[src/rtl/wb_spi_ctrl_regs.sv]
// -----------------------------------------------------------------------------
// wb_spi_ctrl_regs
//
// Wishbone B4 slave register block that controls one SPI master engine.
// It sits between the PCI-to-Wishbone bridge and the SPI shift engine.
//
// Register map (word address = adr_i[ADR_BITS+1:2]):
//   0 TXDATA  R/W   TX word, byte-lane writes
//   1 RXDATA  RO    captured from spi_dat_i on every spi_done_i
//   2 CTRL    R/W   [0] START (write-only, reads 0), [1] IRQ_EN, [8+:CSW] CS
//   3 STATUS        [0] BUSY (RO), [1] DONE (W1C), [2] OVR (W1C)
//   other           reads 0, writes ignored, still acked
//
// Ports:
//   clk_i, reset_n_i        clock, synchronous active-low reset
//   cyc_i/stb_i/we_i        Wishbone cycle, strobe, write enable
//   adr_i, dat_i, sel_i     byte address, write data, byte lane selects
//   cti_i, bte_i            cycle type / burst type (bte_i ignored)
//   ack_o/err_o/rty_o       terminations (rty_o tied low)
//   dat_o                   registered read data, valid with ack_o
//   spi_dat_o / spi_dat_i   TX word to / RX word from the engine
//   spi_start_o             one-cycle start pulse
//   spi_done_i              one-cycle transfer-complete pulse
//   spi_sel_o               chip-select index
//   irq_o                   level interrupt = IRQ_EN & (DONE | OVR)
// -----------------------------------------------------------------------------
module wb_spi_ctrl_regs #(
    parameter int SPI_DW   = 32,
    parameter int NUM_CS   = 4,
    parameter int ADR_BITS = 10,
    localparam int CSW     = $clog2(NUM_CS)
) (
    input  logic              clk_i,
    input  logic              reset_n_i,
    input  logic              cyc_i,
    input  logic              stb_i,
    input  logic              we_i,
    input  logic [31:0]       adr_i,
    input  logic [31:0]       dat_i,
    input  logic [3:0]        sel_i,
    input  logic [2:0]        cti_i,
    input  logic [1:0]        bte_i,
    output logic              ack_o,
    output logic              err_o,
    output logic              rty_o,
    output logic [31:0]       dat_o,
    output logic [SPI_DW-1:0] spi_dat_o,
    input  logic [SPI_DW-1:0] spi_dat_i,
    output logic              spi_start_o,
    input  logic              spi_done_i,
    output logic [CSW-1:0]    spi_sel_o,
    output logic              irq_o
);

    typedef enum logic [1:0] {
        ST_IDLE,
        ST_SINGLE,
        ST_BURST,
        ST_ERR
    } bus_state_t;

    localparam logic [ADR_BITS-1:0] A_TXDATA = ADR_BITS'(0);
    localparam logic [ADR_BITS-1:0] A_RXDATA = ADR_BITS'(1);
    localparam logic [ADR_BITS-1:0] A_CTRL   = ADR_BITS'(2);
    localparam logic [ADR_BITS-1:0] A_STATUS = ADR_BITS'(3);

    bus_state_t          state_q, state_d;
    logic                accept;
    logic                ack_q;
    logic [SPI_DW-1:0]   tx_q;
    logic [SPI_DW-1:0]   rx_q;
    logic                irq_en_q;
    logic [CSW-1:0]      cs_q;
    logic                busy_q, done_q, ovr_q;

    logic [ADR_BITS-1:0] word_adr;
    logic                cti_classic, cti_incr, cti_end;
    logic                wr_tx, wr_ctrl, wr_status;
    logic                start_wr, start_ok, ovr_set, done_clr, ovr_clr;
    logic [31:0]         lane_mask, tx_merged, rd_data;

    // Address bits outside the decoded word field and the burst type are
    // deliberately not used.
    logic unused_bits;
    assign unused_bits = ^{bte_i, adr_i[31:ADR_BITS+2], adr_i[1:0]};

    assign word_adr    = adr_i[ADR_BITS+1:2];
    assign cti_end     = (cti_i == 3'b111);
    assign cti_classic = (cti_i == 3'b000) | cti_end;
    assign cti_incr    = (cti_i == 3'b001) | (cti_i == 3'b010);

    // ---------------------------------------------------------------- bus FSM
    // State register.
    // NOTE: reset is sampled on the clock edge only; it is not in the
    // sensitivity list, so it cannot act between edges.
    always_ff @(posedge clk_i) begin
        if (!reset_n_i) state_q <= ST_IDLE;
        else            state_q <= state_d;
    end

    // Next state; 'accept' marks a beat that is acked and commits.
    // NOTE: every variable written here gets a default first so no latch
    // is inferred on paths that do not assign it.
    always_comb begin
        state_d = state_q;
        accept  = 1'b0;
        unique case (state_q)
            ST_IDLE: begin
                if (cyc_i && stb_i) begin
                    if (cti_classic) begin
                        state_d = ST_SINGLE;
                        accept  = 1'b1;
                    end else if (cti_incr) begin
                        state_d = ST_BURST;
                        accept  = 1'b1;
                    end else begin
                        state_d = ST_ERR;
                    end
                end
            end
            // Forced idle cycle: a classic master still holds stb_i while
            // it sees ack_o, so it must not be taken as a second request.
            ST_SINGLE: state_d = ST_IDLE;
            ST_BURST: begin
                if (!cyc_i) begin
                    state_d = ST_IDLE;
                end else if (stb_i) begin
                    if (cti_incr) begin
                        accept = 1'b1;
                    end else if (cti_end) begin
                        state_d = ST_IDLE;
                        accept  = 1'b1;
                    end else begin
                        state_d = ST_ERR;
                    end
                end
            end
            ST_ERR:  state_d = ST_IDLE;
            default: state_d = ST_IDLE;
        endcase
    end

    // Outputs.
    always_comb begin
        ack_o = ack_q;
        err_o = (state_q == ST_ERR);
    end

    assign rty_o = 1'b0;

    // ------------------------------------------------------------ read path
    always_comb begin
        rd_data = '0;
        unique case (word_adr)
            A_TXDATA: rd_data = 32'(tx_q);
            A_RXDATA: rd_data = 32'(rx_q);
            A_CTRL: begin
                rd_data[1]        = irq_en_q;
                rd_data[8 +: CSW] = cs_q;
            end
            A_STATUS: rd_data[2:0] = {ovr_q, done_q, busy_q};
            default:  rd_data = '0;
        endcase
    end

    // NOTE: sequential state uses non-blocking assignments so every flop
    // samples pre-edge values regardless of statement order.
    always_ff @(posedge clk_i) begin
        if (!reset_n_i) begin
            ack_q <= 1'b0;
            dat_o <= '0;
        end else begin
            ack_q <= accept;
            dat_o <= (accept && !we_i) ? rd_data : 32'h0;
        end
    end

    // ----------------------------------------------------------- write path
    assign wr_tx     = accept & we_i & (word_adr == A_TXDATA);
    assign wr_ctrl   = accept & we_i & (word_adr == A_CTRL);
    assign wr_status = accept & we_i & (word_adr == A_STATUS);

    assign lane_mask = {{8{sel_i[3]}}, {8{sel_i[2]}}, {8{sel_i[1]}}, {8{sel_i[0]}}};
    assign tx_merged = (dat_i & lane_mask) | (32'(tx_q) & ~lane_mask);

    // A completion in the same cycle frees the engine, so a start that
    // coincides with spi_done_i is accepted rather than flagged as overrun.
    assign start_wr = wr_ctrl & sel_i[0] & dat_i[0];
    assign start_ok = start_wr & (~busy_q | spi_done_i);
    assign ovr_set  = start_wr & busy_q & ~spi_done_i;
    assign done_clr = wr_status & sel_i[0] & dat_i[1];
    assign ovr_clr  = wr_status & sel_i[0] & dat_i[2];

    always_ff @(posedge clk_i) begin
        if (!reset_n_i) begin
            tx_q        <= '0;
            rx_q        <= '0;
            irq_en_q    <= 1'b0;
            cs_q        <= '0;
            busy_q      <= 1'b0;
            done_q      <= 1'b0;
            ovr_q       <= 1'b0;
            spi_start_o <= 1'b0;
        end else begin
            if (wr_tx) tx_q <= tx_merged[SPI_DW-1:0];
            if (spi_done_i) rx_q <= spi_dat_i;

            if (wr_ctrl && sel_i[0]) irq_en_q <= dat_i[1];
            if (wr_ctrl && sel_i[1]) cs_q     <= dat_i[8 +: CSW];

            if (start_ok)        busy_q <= 1'b1;
            else if (spi_done_i) busy_q <= 1'b0;

            // Set beats clear for both sticky flags.
            if (spi_done_i)    done_q <= 1'b1;
            else if (done_clr) done_q <= 1'b0;

            if (ovr_set)      ovr_q <= 1'b1;
            else if (ovr_clr) ovr_q <= 1'b0;

            spi_start_o <= start_ok;
        end
    end

    assign spi_dat_o = tx_q;
    assign spi_sel_o = cs_q;
    assign irq_o     = irq_en_q & (done_q | ovr_q);

endmodule

[config.mk]
export PLATFORM = sky130hd
export DESIGN_NAME = wb_spi_ctrl_regs
export DESIGN_NICKNAME = d
export VERILOG_FILES = /design/src/rtl/wb_spi_ctrl_regs.sv
export SDC_FILE = /design/constraint.sdc
export NUM_CORES = 1
export LEC_CHECK = 0
export BUFFER_PORTS_ARGS = -buffer_cell sky130_fd_sc_hd__buf_2
export CORE_MARGIN = 2
export CORE_UTILIZATION = 47
export CTS_BUF_LIST = sky130_fd_sc_hd__clkbuf_16
export DETAILED_ROUTE_END_ITERATION = 10
export GPL_TIMING_DRIVEN = 0
export PLACE_DENSITY_LB_ADDON = 0.2
export RECOVER_POWER = 50
export SYNTH_ARGS = -nofsm -noshare
export SYNTH_HDL_FRONTEND = slang
export SYNTH_SLANG_ARGS = --single-unit
export TNS_END_PERCENT = 5
[constraint.sdc]
create_clock -name clk_i -period 2.3 [get_ports clk_i]
set_clock_uncertainty 0.2 [all_clocks]
set_input_delay 0.23 -clock clk_i [delete_from_list [all_inputs] [get_ports clk_i]]
set_output_delay 0.23 -clock clk_i [all_outputs]
set_load 0.01 [all_outputs]
[Word level (Yosys, flattened, before mapping)]
Cells that the tools add are included.
Storage, ports and cells
  ROM bits: 0
  latch bits: 0
  memory bits (writable): 0
  output and inout port bits: 71
  register bits after elaboration: 106
  memories: 0
Cells by class
  order comparisons: 0
  equal/unequal tests: 12
  add/sub/neg operators: 0
  bitwise operators: 23
  reduce and logical (&&, ||, !) cells: 14
  shifts and indexed selects: 0
  multiply operators: 0
  divide/modulo/power cells: 0
  muxes and demuxes: 28
Operators with widths (number)
  bitwise AND 32 bit: 2
  case mux 22 bit (2 select lines): 1
  inverter 32 bit: 1
  bitwise OR 32 bit: 1
  equality test 10 x 2 -> 1 bit, second input constant: 2
  two-way mux 1 bit: 14
  bitwise AND 1 bit: 13
  two-way mux 2 bit: 6
  case mux 2 bit (3 select lines): 2
  equality test 10 x 1 -> 1 bit, second input constant: 1
  logical NOT 10 bit: 1
  case mux 5 bit (2 select lines): 1
  inequality test 3 bit, second input constant: 2
  case mux 1 bit (3 select lines): 2
  nonzero test 2 bit: 3
  equality test 2 bit, second input constant: 2
  logical AND 1 bit: 4
  bitwise OR 1 bit: 4
  case mux 1 bit (4 select lines): 1
  equality test 3 x 1 -> 1 bit, second input constant: 1
  equality test 3 x 2 -> 1 bit, second input constant: 1
  equality test 3 bit, second input constant: 1
  logical NOT 3 bit: 1
  AND reduction 3 bit: 1
  8 further kinds: 9

[Longest topological paths before layout]
Gate-level depths: netlist (run 1).
  depth after elaboration: 13
  mapped depth: 7

[Worst setup path after synthesis (run 1)]
Ideal clock, no wire load.
  path type: input -> register
  start: in adr_i[3]
  end: reg (tool-made name)
  stages: 5
  setup time: 0.123 ns
  data arrival time: 1.612 ns
  path slack: 0.365 ns
  cells stage by stage: buf_6 -> or4_4 -> nor3_4 -> nand4_4 -> mux2i_1
RTL lines
  from (decl): line 38  | input logic [31:0] adr_i,

==> results of run 1 <==
worst min-delay path, cell delays in order:
cell	delay (ns)
buf_2	0.10
nor2_1	0.06
nand3_1	0.08
nor3b_1	0.05
cells in the mapped netlist, types with 3 or more instances:
| library cell | count |
|---|---|
| a22oi_1 | 29 |
| a21oi_1 | 6 |
| nand3_1 | 7 |
| clkbuf_1 | 14 |
| buf_2 | 3 |
| or2_2 | 3 |
| and3b_1 | 3 |
| buf_1 | 3 |
| buf_6 | 3 |
| nand4_4 | 4 |
| nor2_1 | 71 |
| nand2_1 | 69 |
| mux2i_1 | 67 |
| nor3_1 | 4 |
| dfxtp_1 | 106 |
| nand4_1 | 5 |
| buf_4 | 3 |
layer usage:
layer,up-vias,part of all wire,track usage
met1,1895,0.42,0.304
met4,0,0.026,0.113
met5,-,0,0
met3,24,0.062,0.0340
li1,1986,-,-
met2,170,0.49,0.437
power by group through the flow:
stage	Clock (mW)	Sequential [mW]	Combinational, mW
floorplan	0	1.93	0.150
global placement	0	1.93	0.265
finish	1.44	1.89	0.374
global route	1.52	1.89	0.407
CTS	1.46	1.89	0.365
detailed placement	0	1.93	0.273
how the worst max path moves through the flow:
| stage | end | slack [ns] | from | cells after the start |
|---|---|---|---|---|
| 3_3_place_gp | dat_o[21]$_SDFF_PN0_ | -0.11 | adr_i[5] | 6 |
| 3_5_place_dp | dat_o[21]$_SDFF_PN0_ | -0.17 | cti_i[2] | 6 |
| 4_1_cts | dat_o[15]$_SDFF_PN0_ | 0.03 | adr_i[9] | 7 |
| 6_report | register | 0.19 | adr_i[9] | 7 |
| 5_1_grt | register | 0.07 | adr_i[9] | 7 |
| 2_1_floorplan | register | 0.36 | adr_i[3] | 5 |
stage by stage:
stage	std cells	total power, mW	setup slack (ns)	TNS, ns
floorplan	441	2.08	0.365	0
global placement	701	2.20	-0.109	-1.89
detailed placement	701	2.21	-0.166	-3.14
CTS	787	3.72	0.0276	0
global route	786	3.82	0.0697	0
finish	786	3.71	0.195	0
layout make-up:
type / count / area (µm²) / area share
Buffer: 26 / 136 / 0.0226
Clock buffer: 9 / 225 / 0.0373
Clock inverter: 7 / 53.8 / 0.00891
Inverter: 2 / 7.51 / 0.00124
Multi-Input combinational cell: 306 / 1980 / 0.329
Sequential cell: 106 / 2120 / 0.351
Tap cell: 108 / 135 / 0.0224
Timing Repair Buffer: 222 / 1370 / 0.228
logic make-up after synthesis:
family / Yosys count
mux: 70
simple gates: 190
other cells: 1
flops: 106
buf+inv: 29
compound gates: 45
repair_timing:
action | 4_1_cts | 5_1_grt
hold buffers | 70 | 0
resized for setup | 0 | 2
endpoints found under the setup margin | 0 | 20
hold endpoints to repair | 71 | 0
==> flow_metrics.tcl, run 1 <==
set metrics [dict create \
    status "completed" \
    ios 182 \
    antenna_found_initial 0 \
    synth_area_um2 4240 \
    drtIter0Drc 153 \
    grt_pass1_vias 4072 \
    avgRoutedWirePerCell_um 15.8 \
    port-buffer-count 152 \
    startpoint_type "primary input" \
    critical_path.slowest_cell "dlygate4sd3_1" \
    yosysTopAreaCell "dfxtp_1" \
    core_um2 8720 \
    die_area_um2 9800 \
    vdd_drop_max_mv 0.475 \
    die_x_um 99.0 \
    cp_cell_sequence "dlygate4sd3_1 > buf_2 > nor2_1 > and4_1 > buf_2 > nand4_4 > mux2i_1" \
    slew_viol_final 0 \
    worstMarginPinSlew_ns 0.717 \
    r2r-end "dat_o[22]$_SDFF_PN0_" \
    synth_nets 552 \
    critPathMaxFanout 8 \
    dp_hpwl_um 8380 \
    synth_top_family_by_area "simple AND/OR/NAND/NOR gates" \
    synth_flop_cell "dfxtp_1" \
    syn_inst 441 \
    clockRootBuffer "clkbuf_16" \
    fin_util 0.692 \
    globalplace.congestion 0.907 \
    first_pass_iters 5 \
    slew_headroom 0.517 \
    timing.rr.start "state_q[1]$_SDFFE_PN0P_" \
    synth_compound_area_frac 0.0761 \
    post-cts-setup-buffers 0 \
    p_int_mw 2.81 \
    p_comb_frac 0.101 \
    powerDensity_nw_per_um2 614 \
    period_share 0.915 \
    fillers 705 \
    cp-end-kind "register" \
    setup_violations 0 \
    power_frac_seq 0.510 \
    numCtsBuffers 9 \
    cts.sinks 106 \
    critPathBufInv 3 \
    rr_worst_depth 5 \
    cts_buffer_depth 2 \
    synthMuxAreaShare 0.169 \
    timing.fmax_mhz 475 \
    grt_max_degree 19 \
    detail-route-antenna-nets 0 \
    grt_pass1_wl_um 19500 \
    grt.total_usage 0.250 \
    drc_errors 0 \
    hold_depth 4 \
    num_antenna_cells 0 \
    crit_path_frequent_cell "buf_2" \
    start_util 0.487 \
    synthAdderAreaFrac 0 \
    p_sw_mw 0.898 \
    ys_types 49 \
    hold_class "in2reg" \
    gr-total-overflow 0 \
    cp.arrival_ns 2.17 \
    syn_avg_cell_area_um2 9.62 \
    synth_xor_area_frac 0 \
    yosysWarnings 0 \
    min_from "adr_i[10]" \
    place_area_um2 5140 \
    min_period_ns 2.11 \
    synth_edf_count 0 \
    required_ns 2.36 \
    synth_top_cells_by_area "dfxtp_1, mux2i_1, nor2_1" \
    synth_async_sr_flop_share 0 \
    hold_ws_ns 0.0117 \
    num_vias 4075 \
    cpLargestDelayFamily "buffers and inverters" \
    viasPerCell 5.18 \
    fin_nets 784 \
    rsz0062_at_grt "no" \
    syn_to_final_growth_pct 42.3 \
    critPathKind "in2reg" \
    std_cell_rows 34 \
    hold_viol 0 \
    fp.dieH_um 99.0 \
    yosysSeqAreaShare 0.500 \
    path_clk_slew_ns 0.08 \
    hold_end "dat_o[1]$_SDFF_PN0_" \
    drv_cap 0 \
    wl_um 12400 \
    layout_common_cells "dfxtp_1, buf_2, clkbuf_1" \
    rrSetupSlack_ns 0.21 \
    p_leak_nw 2.63 \
    cts_tree "done" \
    worstSkewPairLatency_ns 0.35 \
    h-tree-depth 3 \
    layout.cells.most_common "dfxtp_1" \
    drive_gt1_frac 0.186 \
    switching_share 0.242 \
    p_clk_frac 0.389 \
    synthSimpleGateAreaFrac 0.219 \
    cpPeakStageDelay_ns 0.54 \
    ys_ff_latch 106 \
    synth_top_area_share 0.500 \
    fin_area_um2 6040 \
]
Note: power is estimated with default switching activity, not from simulation.
==> inputs of run 2 (changes only) <==
--- a/config.mk
+++ b/config.mk
@@ -7,12 +7,12 @@
 export LEC_CHECK = 0
 export BUFFER_PORTS_ARGS = -buffer_cell sky130_fd_sc_hd__buf_2
 export CORE_MARGIN = 2
-export CORE_UTILIZATION = 47
+export CORE_UTILIZATION = 51
 export CTS_BUF_LIST = sky130_fd_sc_hd__clkbuf_16
 export DETAILED_ROUTE_END_ITERATION = 10
 export GPL_TIMING_DRIVEN = 0
+export HOLD_SLACK_MARGIN = 0.06
 export PLACE_DENSITY_LB_ADDON = 0.2
-export RECOVER_POWER = 50
 export SYNTH_ARGS = -nofsm -noshare
 export SYNTH_HDL_FRONTEND = slang
 export SYNTH_SLANG_ARGS = --single-unit
==> constraint.sdc (replaced) <==
create_clock -name clk_i -period 2.52 [get_ports clk_i]
set_clock_uncertainty 0.2 [all_clocks]
set_input_delay 0.252 -clock clk_i [delete_from_list [all_inputs] [get_ports clk_i]]
set_output_delay 0.252 -clock clk_i [all_outputs]
set_load 0.01 [all_outputs]
==> run 2 against run 1 <==
Cell area is 1.1% higher. Routed wire length rose by 2.8%. Final cell count down 0.64%. Die area is 7.5% lower. Sequential share of layout area decreased by 0.37 points. Register-to-register slack worse by 0.03 ns. Worst setup slack worse by 0.024 ns. Combinational power decreased by 10%. Worst hold slack gained 0.052 ns. Largest cell class unchanged. Total power is 6.8% lower. Global-route usage up 3.1 points. Sequential cell count stayed put.
==> flow_metrics.tcl, run 2 (same netlist as run 1, synthesis figures left out) <==
set metrics [dict create \
    status "completed" \
    pre_cts_slack_ns -0.0772 \
    dp_hpwl_um 8580 \
    ios 182 \
    cp_cell_sequence "dlygate4sd3_1 > buf_2 > and3b_1 > and2_0 > nand3_1 > buf_2 > nor2_1" \
    vdd_drop_max_mv 0.329 \
    fin_nets 782 \
    path_clk_slew_ns 0.07 \
    start_util 0.522 \
    drc_errors 0 \
    detail-route-antenna-nets 0 \
    numCtsBuffers 9 \
    required_ns 2.59 \
    port-buffer-count 152 \
    place_area_um2 5130 \
    cts.sinks 106 \
    cts_buffer_depth 2 \
    grt_pass1_wl_um 19600 \
    gr-total-overflow 0 \
    worstSkewPairLatency_ns 0.34 \
    viasPerCell 5.34 \
    drtIter0Drc 143 \
    std_cell_rows 33 \
    hold_viol 0 \
    drive_gt1_frac 0.287 \
    period_share 0.932 \
    wl_um 12700 \
    slew_headroom 0.376 \
    fp.dieH_um 95.2 \
    num_vias 4169 \
    h-tree-depth 3 \
    die_area_um2 9060 \
    startpoint_type "primary input" \
    syn_to_final_growth_pct 43.8 \
    min_period_ns 2.35 \
    rsz0062_at_grt "no" \
    grt_max_degree 18 \
    core_um2 8130 \
    cts_tree "done" \
    fin_cells 781 \
    postLayoutSetupSlackWorst_ns 0.171 \
    avgRoutedWirePerCell_um 16.3 \
    antenna_found_initial 0 \
    drv_cap 0 \
    cp.arrival_ns 2.42 \
    grt.total_usage 0.281 \
    num_antenna_cells 0 \
    layout.cells.most_common "buf_2" \
    critical_path.slowest_cell "dlygate4sd3_1" \
    slew_viol_final 0 \
    cp-end-kind "register" \
    timing.fmax_mhz 426 \
    rrSetupSlack_ns 0.18 \
    critPathMaxFanout 10 \
    dp.cells 698 \
    clockRootBuffer "clkbuf_16" \
    die_x_um 95.2 \
    grt_pass1_vias 4101 \
    setup_violations 0 \
    worstMarginPinSlew_ns 0.930 \
    globalplace.congestion 0.881 \
    cpPeakStageDelay_ns 0.52 \
    critPathKind "in2reg" \
    hold_class "in2reg" \
    layout_common_cells "buf_2, dfxtp_1, nor2_1" \
    crit_path_frequent_cell "buf_2" \
    powerDensity_nw_per_um2 567 \
    p_leak_nw 2.94 \
    fin_area_um2 6100 \
    first_pass_iters 5 \
]
[run 2: cell count changes in the layout (fill, tap and decap cells not counted), moves of 2 or more]
cell	previous run	this run
dlygate4sd3_1	70	67
inv_1	1	3
buf_2	85	155
clkbuf_1	83	14
[run 2: layer usage]
| metal | routed length [µm] | vias to the layer above | GRT usage |
|---|---|---|---|
| li1 | - | 1992 | - |
| met1 | 5140 | 1968 | 0.324 |
| met2 | 6480 | 175 | 0.518 |
| met3 | 752 | 34 | 0.0387 |
| met4 | 364 | 0 | 0.114 |
| met5 | 0 | - | 0 |
[run 2: worst max-delay path: cells and delay by family]
kind / cells / cell delay [ns]
buf+inv: 3 / 1.04
simple gates: 4 / 1.11
[run 2: what timing repair did]
| action | 4_1_cts | 5_1_grt |
|---|---|---|
| resized for setup | 0 | 0 |
| hold buffers | 67 | 0 |
| hold endpoints to repair | 70 | 0 |
| setup buffers | 0 | 0 |
[run 2: area by class of cell]
type	instances	area [µm²]
clock inverter	7	71.3
fill	592	2030
tap	105	131
sequential	106	2120
buffer	27	140
inverter	2	7.51
timing repair buffer	219	1430
multi-input combinational	306	1970
clock buffer	9	225
[run 2: worst paths after layout]
| path | startpoint | to | depth (start not counted) |
|---|---|---|---|
| setup reg to reg | state_q[1]$_SDFFE_PN0P_ | dat_o[23]$_SDFF_PN0_ | 5 |
| setup / recovery | stb_i | dat_o[23]$_SDFF_PN0_ | 7 |
| hold reg to reg | register | register | 2 |
| hold / removal | adr_i[8] | spi_start_o$_SDFF_PN0_ | 4 |
[run 2: stage by stage]
stage,TNS (ns),hold WS (ns),utilization,power [mW]
finish,0,0.0642,0.750,3.46
global route,0,0.0979,0.750,3.56
CTS,0,0.0610,0.750,3.46
detailed placement,-0.868,0.270,0.631,2.01
global placement,-0.544,0.260,0.631,2.01
floorplan,0,0.144,-,1.90
[run 2: power breakdown]
group          switching (mW)  leakage [nW]  internal (mW)  total [mW]
combinational           0.158          1.92          0.178       0.336
sequential             0.0193         0.861           1.71        1.73
clock                   0.622         0.154          0.773        1.40
total                   0.800          2.94           2.66        3.46
==> inputs of run 3 (changes only) <==
--- a/config.mk
+++ b/config.mk
@@ -13,6 +13,7 @@
 export GPL_TIMING_DRIVEN = 0
 export HOLD_SLACK_MARGIN = 0.06
 export PLACE_DENSITY_LB_ADDON = 0.2
+export RECOVER_POWER = 25
 export SYNTH_ARGS = -nofsm -noshare
 export SYNTH_HDL_FRONTEND = slang
 export SYNTH_SLANG_ARGS = --single-unit
==> run 3 against run 2 <==
Core utilization fell by 0.65 points. Routed wire length is essentially flat. Total power is essentially flat. Clock power is essentially flat. Global-route usage stayed put. Combinational power about the same. Final cell count unchanged. Non-clock buffer count is the same. Sequential power about the same. Critical endpoint is now dat_o[25]$_SDFF_PN0_. Largest cell class unchanged. Largest power group unchanged. Highest routed layer unchanged.
==> flow_metrics.tcl, run 3 (same netlist as run 1, synthesis figures left out) <==
set metrics [dict create \
    cp-end-kind "register" \
    worstMarginPinSlew_ns 0.903 \
    critPathKind "in2reg" \
    grt.total_usage 0.281 \
    path_clk_slew_ns 0.07 \
    cts_buffer_depth 2 \
    required_ns 2.59 \
    viasPerCell 5.31 \
    fin_setup_tns_ns 0 \
    globalplace.congestion 0.881 \
    wl_um 12800 \
    cts_resized 0 \
    fp.dieH_um 95.2 \
    fillers 620 \
    start_util 0.522 \
    avgRoutedWirePerCell_um 16.3 \
    antenna_found_initial 0 \
    p_leak_nw 2.75 \
    vdd_drop_max_mv 0.325 \
    numCtsBuffers 9 \
    cts.sinks 106 \
    critPathBufInv 3 \
    drive_gt1_frac 0.225 \
    fin_area_um2 6050 \
    die_area_um2 9060 \
    postLayoutSetupSlackWorst_ns 0.158 \
    dp_hpwl_um 8580 \
    pre_cts_slack_ns -0.0772 \
    std_cell_rows 33 \
    num_antenna_cells 0 \
    die_x_um 95.2 \
    h-tree-depth 3 \
    num_vias 4146 \
    cp.arrival_ns 2.43 \
    rsz0062_at_grt "no" \
    crit_path_frequent_cell "buf_2" \
    port-buffer-count 152 \
    detail-route-antenna-nets 0 \
    grt_pass1_vias 4101 \
    cts_tree "done" \
    place_area_um2 5130 \
    fin_cells 781 \
    layout_common_cells "buf_2, dfxtp_1, nor2_1" \
    drv_cap 0 \
    timing.fmax_mhz 423 \
    first_pass_iters 5 \
    min_period_ns 2.36 \
    hold_class "in2reg" \
    cp_cell_sequence "dlygate4sd3_1 > buf_2 > and3b_1 > and2_0 > nand3_1 > buf_2 > nor2_1" \
    setup_violations 0 \
    drc_errors 0 \
    drtIter0Drc 132 \
    critPathMaxFanout 10 \
    layout.cells.most_common "buf_2" \
    ios 182 \
    core_um2 8130 \
    worstSkewPairLatency_ns 0.34 \
    grt_max_degree 18 \
    slew_viol_final 0 \
    syn_to_final_growth_pct 42.6 \
    powerDensity_nw_per_um2 571 \
    dp.cells 698 \
    slew_headroom 0.394 \
    hold_viol 0 \
    fin_nets 782 \
    clockRootBuffer "clkbuf_16" \
    cpLargestDelayFamily "simple AND/OR/NAND/NOR gates" \
    cpPeakStageDelay_ns 0.52 \
    startpoint_type "primary input" \
    hold_ws_ns 0.0705 \
    gr-total-overflow 0 \
    critical_path.slowest_cell "dlygate4sd3_1" \
    status "completed" \
    period_share 0.937 \
    grt_pass1_wl_um 19600 \
]
[run 3: cell count changes in the layout (fill, tap and decap cells not counted)]
cell      change
buf_2        -42
clkbuf_1     +42
[run 3: final timing paths]
path / startpoint / end / slack, ns / cells past startpoint
setup / recovery: stb_i / dat_o[25]$_SDFF_PN0_ / 0.16 / 7
hold reg to reg: register / register / 0.28 / 2
setup reg to reg: state_q[1]$_SDFFE_PN0P_ / dat_o[25]$_SDFF_PN0_ / 0.16 / 5
hold / removal: adr_i[8] / spi_start_o$_SDFF_PN0_ / 0.07 / 4
[run 3: stage by stage]
stage               power [mW]  utilization
global route              3.56        0.744
global placement          2.01        0.631
floorplan                 1.90            -
detailed placement        2.01        0.631
CTS                       3.46        0.750
finish                    3.46        0.744
[run 3: area by class of cell]
class	instances	area, µm²	share of cell area
Timing Repair Buffer	219	1380	0.228
Clock inverter	7	71.3	0.0118
Tap cell	105	131	0.0217
Buffer	27	140	0.0232
Multi-Input combinational cell	306	1970	0.326
Inverter	2	7.51	0.00124
Clock buffer	9	225	0.0372
Sequential cell	106	2120	0.351
[run 3: repair_timing]
item | 4_1_cts | 5_1_grt
endpoints found under the hold margin | 70 | 0
buffers inserted | 0 | 0
hold buffers | 67 | 0
[run 3: where the power goes]
group	leakage [nW]	internal [mW]	total (mW)	switching, mW
clock	0.154	0.773	1.39	0.621
combinational	1.74	0.178	0.336	0.158
sequential	0.861	1.71	1.73	0.0191
total	2.75	2.66	3.46	0.798
[run 3: tightest hold or removal path, stage by stage]
cell,delay [ns]
buf_2,0.08
nor2_1,0.09
nand3_1,0.08
nor3_1,0.06
[run 3: layer usage]
| layer | wire, µm | global-route usage | share of wire |
|---|---|---|---|
| met5 | 0 | 0 | 0 |
| met4 | 337 | 0.114 | 0.026 |
| met3 | 729 | 0.0387 | 0.057 |
| met2 | 6490 | 0.518 | 0.51 |
| met1 | 5190 | 0.324 | 0.41 |
